==> config.mk <==
export PLATFORM = sky130hd
export DESIGN_NAME = row_mac_sequencer
export DESIGN_NICKNAME = d
export VERILOG_FILES = /design/src/rtl/row_mac_sequencer.sv
export SDC_FILE = /design/constraint.sdc
export NUM_CORES = 1
export LEC_CHECK = 0
export CORE_ASPECT_RATIO = 1.2
export CORE_MARGIN = 5
export CORE_UTILIZATION = 55
export DETAILED_ROUTE_END_ITERATION = 6
export PLACE_DENSITY = 0.93
export SETUP_SLACK_MARGIN = 0.3
export SLEW_MARGIN = 5
export SYNTH_ARGS = -nofsm -noshare
export SYNTH_HDL_FRONTEND = slang
export SYNTH_SLANG_ARGS = --single-unit
==> constraint.sdc <==
create_clock -name clk -period 5.94 [get_ports clk]
set_input_delay 0.594 -clock clk [delete_from_list [all_inputs] [get_ports clk]]
set_output_delay 0.594 -clock clk [all_outputs]
set_load 0.02 [all_outputs]
==> src/rtl/row_mac_sequencer.sv <==
// -----------------------------------------------------------------------------
// row_mac_sequencer
//
// Per-row sequencer between main_controller and the multiply-accumulate
// datapath. When begin_mult is seen in IDLE, the row index on res_add is
// latched. For that row the block:
//   1. clears the accumulator (CLEAR, one cycle),
//   2. issues one matrix/vector read per column (ISSUE, NUM_COLS cycles),
//   3. waits for the last read to come back (DRAIN, RD_LAT cycles),
//   4. writes the result at the latched row (WRITE, one cycle),
//   5. pulses done_row (DONE, one cycle).
// An out-of-range row index goes straight to DONE, where row_err pulses
// together with done_row. No reads or writes are issued for that row.
//
// mac_en is the tail of a valid shift register of depth RD_LAT, so a read
// issued in cycle t is accumulated in cycle t+RD_LAT.
//
// Optional build macro: ROW_MAC_SEQUENCER_STALL_EN
//   Adds input mem_ready. While mem_ready=0 in ISSUE, the column is held and
//   a bubble enters the valid pipeline. When the macro is undefined, the
//   block behaves as if mem_ready=1.
//
// Ports:
//   clk        in   system clock, rising edge
//   n_reset    in   asynchronous active-low reset
//   begin_mult in   level request to process row res_add
//   res_add    in   [3:0] row index, sampled only at row start
//   mem_ready  in   (STALL_EN build only) memory can accept a read
//   done_row   out  one-cycle pulse when the row is complete
//   row_err    out  one-cycle pulse with done_row for an out-of-range row
//   mat_add    out  [MAT_AW-1:0] matrix read address, row*NUM_COLS+col
//   vec_add    out  [3:0] vector read address, col
//   mac_clear  out  accumulator clear
//   mac_en     out  accumulate the current memory read data
//   res_wen    out  result buffer write strobe
//   res_wadd   out  [3:0] result buffer write address (latched row)
// -----------------------------------------------------------------------------
module row_mac_sequencer #(
    parameter int NUM_COLS = 10,
    parameter int NUM_ROWS = 10,
    parameter int RD_LAT   = 1,
    parameter int MAT_AW   = 7
) (
    input  logic              clk,
    input  logic              n_reset,
    input  logic              begin_mult,
    input  logic [3:0]        res_add,
`ifdef ROW_MAC_SEQUENCER_STALL_EN
    input  logic              mem_ready,
`endif
    output logic              done_row,
    output logic              row_err,
    output logic [MAT_AW-1:0] mat_add,
    output logic [3:0]        vec_add,
    output logic              mac_clear,
    output logic              mac_en,
    output logic              res_wen,
    output logic [3:0]        res_wadd
);

    localparam int                DW         = (RD_LAT > 1) ? $clog2(RD_LAT) : 1;
    localparam logic [DW-1:0]     DRAIN_LAST = DW'(RD_LAT - 1);
    localparam logic [3:0]        COL_LAST   = 4'(NUM_COLS - 1);
    localparam logic [4:0]        ROW_LIMIT  = 5'(NUM_ROWS);
    localparam logic [MAT_AW-1:0] COLS_M     = MAT_AW'(NUM_COLS);

    typedef enum logic [2:0] {
        S_IDLE,
        S_CLEAR,
        S_ISSUE,
        S_DRAIN,
        S_WRITE,
        S_DONE
    } state_t;

    state_t              r_state;
    logic [3:0]          r_row;
    logic [3:0]          r_col;
    logic [DW-1:0]       r_drain_cnt;
    logic [MAT_AW-1:0]   r_mat_add;
    logic [3:0]          r_vec_add;
    logic                r_mac_clear;
    logic                r_res_wen;
    logic [3:0]          r_res_wadd;
    logic                r_done_row;
    logic                r_row_err;
    logic [RD_LAT-1:0]   r_vld;

    logic                w_ready;
    logic                w_push;
    logic [MAT_AW-1:0]   w_row_base;

`ifdef ROW_MAC_SEQUENCER_STALL_EN
    assign w_ready = mem_ready;
`else
    assign w_ready = 1'b1;
`endif

    // A read is issued only in ISSUE cycles where memory accepts it.
    assign w_push     = (r_state == S_ISSUE) && w_ready;
    assign w_row_base = MAT_AW'(r_row) * COLS_M;

    // -------------------------------------------------------------------------
    // Control FSM. The strobes default to 0 every cycle and are set on the
    // transition into the state that owns them, so each one is a registered
    // single-cycle pulse that lines up with its state.
    // -------------------------------------------------------------------------
    always_ff @(posedge clk or negedge n_reset) begin
        if (!n_reset) begin
            r_state     <= S_IDLE;
            r_row       <= 4'd0;
            r_col       <= 4'd0;
            r_drain_cnt <= '0;
            r_mat_add   <= '0;
            r_vec_add   <= 4'd0;
            r_mac_clear <= 1'b0;
            r_res_wen   <= 1'b0;
            r_res_wadd  <= 4'd0;
            r_done_row  <= 1'b0;
            r_row_err   <= 1'b0;
        end else begin
            r_mac_clear <= 1'b0;
            r_res_wen   <= 1'b0;
            r_done_row  <= 1'b0;
            r_row_err   <= 1'b0;

            case (r_state)
                S_IDLE: begin
                    if (begin_mult) begin
                        r_row <= res_add;
                        if ({1'b0, res_add} >= ROW_LIMIT) begin
                            r_state    <= S_DONE;
                            r_done_row <= 1'b1;
                            r_row_err  <= 1'b1;
                        end else begin
                            r_state     <= S_CLEAR;
                            r_mac_clear <= 1'b1;
                        end
                    end
                end

                S_CLEAR: begin
                    // Preload the first column's addresses so they are
                    // present throughout the first ISSUE cycle.
                    r_col     <= 4'd0;
                    r_mat_add <= w_row_base;
                    r_vec_add <= 4'd0;
                    r_state   <= S_ISSUE;
                end

                S_ISSUE: begin
                    if (w_ready) begin
                        if (r_col == COL_LAST) begin
                            // Column counter stops at the last column; the
                            // address outputs return to 0 outside ISSUE.
                            r_mat_add   <= '0;
                            r_vec_add   <= 4'd0;
                            r_drain_cnt <= '0;
                            r_state     <= S_DRAIN;
                        end else begin
                            r_col     <= r_col + 4'd1;
                            r_mat_add <= r_mat_add + 1'b1;
                            r_vec_add <= r_vec_add + 4'd1;
                        end
                    end
                end

                S_DRAIN: begin
                    // The last read was issued in the final ISSUE cycle, so
                    // it retires exactly RD_LAT cycles later, in the last
                    // DRAIN cycle.
                    if (r_drain_cnt == DRAIN_LAST) begin
                        r_state    <= S_WRITE;
                        r_res_wen  <= 1'b1;
                        r_res_wadd <= r_row;
                    end else begin
                        r_drain_cnt <= r_drain_cnt + 1'b1;
                    end
                end

                S_WRITE: begin
                    r_res_wadd <= 4'd0;
                    r_done_row <= 1'b1;
                    r_state    <= S_DONE;
                end

                S_DONE: begin
                    r_col   <= 4'd0;
                    r_state <= S_IDLE;
                end

                default: begin
                    r_state <= S_IDLE;
                end
            endcase
        end
    end

    // -------------------------------------------------------------------------
    // Read-valid pipeline. A 1 is shifted in for every issued read and a 0
    // for every other cycle, including stall cycles. The tail bit is mac_en.
    // -------------------------------------------------------------------------
    generate
        if (RD_LAT == 1) begin : g_vld_single
            always_ff @(posedge clk or negedge n_reset) begin
                if (!n_reset) begin
                    r_vld <= '0;
                end else begin
                    r_vld <= w_push;
                end
            end
        end else begin : g_vld_multi
            always_ff @(posedge clk or negedge n_reset) begin
                if (!n_reset) begin
                    r_vld <= '0;
                end else begin
                    r_vld <= {r_vld[RD_LAT-2:0], w_push};
                end
            end
        end
    endgenerate

    assign done_row  = r_done_row;
    assign row_err   = r_row_err;
    assign mat_add   = r_mat_add;
    assign vec_add   = r_vec_add;
    assign mac_clear = r_mac_clear;
    assign mac_en    = r_vld[RD_LAT-1];
    assign res_wen   = r_res_wen;
    assign res_wadd  = r_res_wadd;

endmodule

Word-level counts from Yosys, hierarchy flattened
Index checks and enable logic that the tools add are counted.

Reduce and logical (&&, ||, !) cells: 11. Mux-type cells: 25. Magnitude comparators: 1. Eq/ne operators: 10. $add $sub $neg: 4. $mul: 1.

Operators with widths (number): $pmux W4 S2 (3); $pmux W3 S5 (1); $pmux W7 S2 (1); $mux W3 (4); $mux W4 (3); $mux W1 (10); $add A4 B1 Y4 const B (2); $reduce_and A2 Y1 (4); $reduce_bool A2 Y1 (4); $add A7 B1 Y7 const B (1); $mux W7 (1); $eq A3 B2 Y1 const B (2); $eq A3 B3 Y1 const B (2); $mul A4 B3 Y6 const B (1); $ne A2 B2 Y1 const B (3); $eq A4 B4 Y1 const B (1); $ge A4 B4 Y1 const B (1); $pmux W1 S2 (2); $eq A3 B1 Y1 const B (1); $logic_not A3 Y1 (1); $reduce_and A3 Y1 (1); $ne A2 B1 Y1 const B (1); $reduce_or A2 Y1 (1); $add A1 B1 Y1 const B (1).

Bits in registers: 32. Logic and storage cells: 64. Output and inout bits: 20.

Longest topological paths before layout
Depth in word-level cells: 4. Mapped depth: 7. Depth with buffers taken out: 7.

Least setup slack after synthesis
No wires, ideal clock.

Path kind: reg2reg. Start: register r_row[1]. End: register r_mat_add[6], in the netlist mat_add[6]. Arrival time: 1855 ps. Path buffers: 0. Stages on the path, launching flop included: 8. Slack: 3951 ps. Cell sequence: dfrtp_1 > ha_1 > ha_1 > fa_1 > xor2_1 > o31ai_1 > a21boi_0 > a2bb2oi_1.

Cells in the longest elaborated chain, start to end: 2.

Ends and longest elaborated chain: from (decl) (line 77) `logic [3:0] r_row;`; from (signal assigned) (line 130) `r_row <= res_add;`; $mul A4 B3 Y6 (line 101) `assign w_row_base = MAT_AW'(r_row) * COLS_M;`; $pmux W7 S2 (line 127) `case (r_state)`; to (signal assigned) (line 146) `r_mat_add <= w_row_base;`; to (signal assigned) (line 162) `r_mat_add <= r_mat_add + 1'b1;`; to (decl) (line 80) `logic [MAT_AW-1:0] r_mat_add;`.

Every way passes these cells. A chain may end at the register's enable or synchronous reset.

Worst setup path in the final report
Start: register r_state[1]. End: register r_mat_add[5], in the netlist mat_add[5].

Cells in the longest elaborated chain, start to end: 2.

Ends and longest elaborated chain: from (decl) (line 76) `state_t r_state;`; from (signal assigned) (line 110) `r_state <= S_IDLE;`; from (signal assigned) (line 132) `r_state <= S_DONE;`; from (signal assigned) (line 136) `r_state <= S_CLEAR;`; $eq A3 B2 Y1 / $eq A3 B1 Y1 (equally long branches) (line 127); $pmux W7 S2 / $reduce_bool A2 Y1 (equally long branches).

Several ways; a longest one is shown, not always the timed one.

==> results.cfg <==
[place]
port_buffers = 26
place_ws_ps = 3750
hpwl_um = 2410
routabilityCongestion = 0.778
place_area_mm2 = 0.00181

[setup_path]
worst_ep_required_time_ps = 6160
r2r_end = mat_add[5]
endpoint_kind = flop
rrSetupSlack_ps = 3710
worstSetupPathType = reg -> reg
reg2regPathDepth = 4
crit_path_max_fanout = 17
reg2reg_from = r_state[1]
start_kind = flop
cp.arrival_ps = 2440

[clocking]
cts_tree = yes
clkLatencyLatePin_ps = 320
cts.reportedPaths.clkPinSlew_ps = 90
cts_buffers = 5
cts_resized = 0
h-tree-depth = 2
cts_hold_buf = 0
clkSinkCount = 31
root_buffer = clkbuf_4
post_cts.repair.setup_buffers = 0
clock_tree.buffer_depth = 2

[timing]
relSlewSlack_pct = 25.4
setup_ws_ps = 3710
max_freq_ghz = 0.449
setup_tns_ps = 0
setup_viol = 0
worstMarginPinSlew_ps = 1120
grt_setup_unrepaired = false
finalHoldViolCount = 0
drv_slew = 0
finalCriticalPeriod_ps = 2230
fin_crit_sh_pct = 37.5
finClkSkew_ps = 3.46

[logic_synthesis]
synth_area_mm2 = 0.00154
syn-num-nets = 155
async_reset_ff_share_pct = 100
synth_seq_cells = 31
synthFlopType = dfrtp_1
syn_avg_cell_area_um2 = 11.0
synth_top_area_share_pct = 50.3
seq_area_frac_synth_pct = 50.3
synth_cells = 140
synth_edf_count = 0
synthTopCellsByArea = dfrtp_1, ha_1, a21oi_1, inv_1, mux2_2
yosys_warnings = 0
yosysTopAreaCell = dfrtp_1
yosys.cell_types.count = 40

[die]
die_area_mm2 = 0.00397
initial_core_util_pct = 56.4
fp.dieW_um = 58.3
row_count = 21
dieHeight_um = 68.0
core_area_mm2 = 0.00273
boundaryPins = 27

[global_routing]
grt_max_degree = 32
antenna_found_initial = 0
grt_pass1_vias = 1286
grt_pass1_wl_um = 5750
grt_use_total_pct = 19.3
overflow = 0

[drt]
postRouteAntennaNets = 0
wl_per_cell_um = 16.2
drt_iter0_markers = 52
route.detailed.drc = 0
drt_first_pass_iters = 4
vias = 1189
viasPerCell = 5.92
wl_um = 3260

[power]
seqPwrFrac_pct = 38.3
p_comb_share_pct = 51.3
p_sw_uw = 435
p_leak_nw = 0.824
power.share.clock_pct = 10.3
ir_drop_mv = 0.344
power.internal_uw = 594
power_density_mw_per_mm2 = 557
netSwitchingFraction_pct = 42.2

[min_path]
hold_path.class = reg -> reg
worstHoldStart = mat_add[0]
worstHoldEndpoint = mat_add[0]
holdPathStages = 1

[outcome]
outcome = complete, no violations

[final_layout]
num_antenna_cells = 0
final_cell_area_mm2 = 0.00185
drive_above_1_share_pct = 8.38
post-route-util_pct = 67.6
nets = 183
area_growth_pct = 19.8

[run]
cap_viol_max_count = 0
==> metal layers <==
metal | track usage [%] | vias up | part of all wire (%)
li1 | - | 558 | -
met5 | 0 | - | 0
met2 | 33.7 | 33 | 52
met1 | 21.3 | 588 | 40
met4 | 6.67 | 0 | 2.8
met3 | 7.36 | 10 | 5.3
==> synthesized netlist by cell type, drive strengths merged, types with 3 or more instances <==
cell type and instances:
nand2 5, dfrtp 31, a22o 4, o22ai 5
buf 4, o21ai 12, and3 3, ha 7
nor2 4, a32o 4, inv 12, nand3 5
a21oi 10, mux2 4
==> layout by cell type, fill, tap and decap left out, types with 2 or more instances in the layout <==
master,n
a32o_1,4
nand2_1,5
and3_1,3
nor3_1,2
o22ai_1,5
and2_1,2
a21o_1,2
nand2b_1,2
o21ai_0,8
dfrtp_1,31
a22o_1,4
a21oi_1,10
inv_1,12
nor2b_1,2
clkdlybuf4s50_1,26
ha_1,7
mux2_2,4
clkbuf_4,5
nand3_1,5
nor2_1,4
o21ai_1,4
==> sequential cells by signal, indices dropped and copies added, names as in the netlist <==
| signal | flops |
|---|---|
| r_col | 4 |
| r_state | 3 |
| mat_add | 7 |
| res_wadd | 4 |
| mac_en | 1 |
| row_err | 1 |
| done_row | 1 |
| mac_clear | 1 |
| r_row | 4 |
| res_wen | 1 |
| vec_add | 4 |
==> area by class of cell <==
cell class              instances  area [um^2]
fillers                       217          886
flip-flops and latches         31          776
multi-input cells              91          674
repair buffers                 27          268
inverters                      12         45.0
well taps                      34         42.5
clock buffers                   6         41.3
==> per-stage QoR <==
stage | instances | hold slack (ps) | power [mW]
2_1_floorplan | 140 | 298 | 0.745
3_3_place_gp | 195 | 503 | 0.893
3_5_place_dp | 195 | 523 | 0.928
4_1_cts | 201 | 540 | 1.04
5_1_grt | 201 | 576 | 1.11
6_report | 201 | 538 | 1.03
==> kinds of logic after synthesis <==
| family | synth area share [%] |
|---|---|
| buffers and inverters | 5.92 |
| xor gates and xnor gates | 1.14 |
| adders and majority gates | 6.98 |
| muxes | 2.92 |
| and+or+nand+nor | 12.2 |
| DFF | 50.3 |
| AOI/OAI and AO/OA | 20.5 |
==> worst max path at each step <==
stage	slack [ps]	startpoint	cells after the start	to
after floorplan	3950	r_row[1]	7	mat_add[6]
after global placement	3790	r_row[3]	7	mat_add[6]
after detailed placement	3750	r_state[1]	4	mat_add[5]
after CTS	3760	r_state[1]	4	mat_add[5]
after global routing	3520	r_state[1]	4	mat_add[5]
final	3710	r_state[1]	4	mat_add[5]
==> power groups by stage <==
stage | registers [mW] | logic (mW) | clock network [mW]
finish | 0.394 | 0.529 | 0.106
floorplan | 0.433 | 0.312 | 0
detailed placement | 0.398 | 0.531 | 0
CTS | 0.394 | 0.534 | 0.110
global route | 0.411 | 0.586 | 0.118
global placement | 0.386 | 0.507 | 0
==> worst max-delay path, stage by stage, from the launching register on <==
cell and delay, ps:
dfrtp_1 450, nand2b_1 240, a21oi_1 910, o21ai_0 220, a22o_1 300
Power figures use the tool's default switching activity.
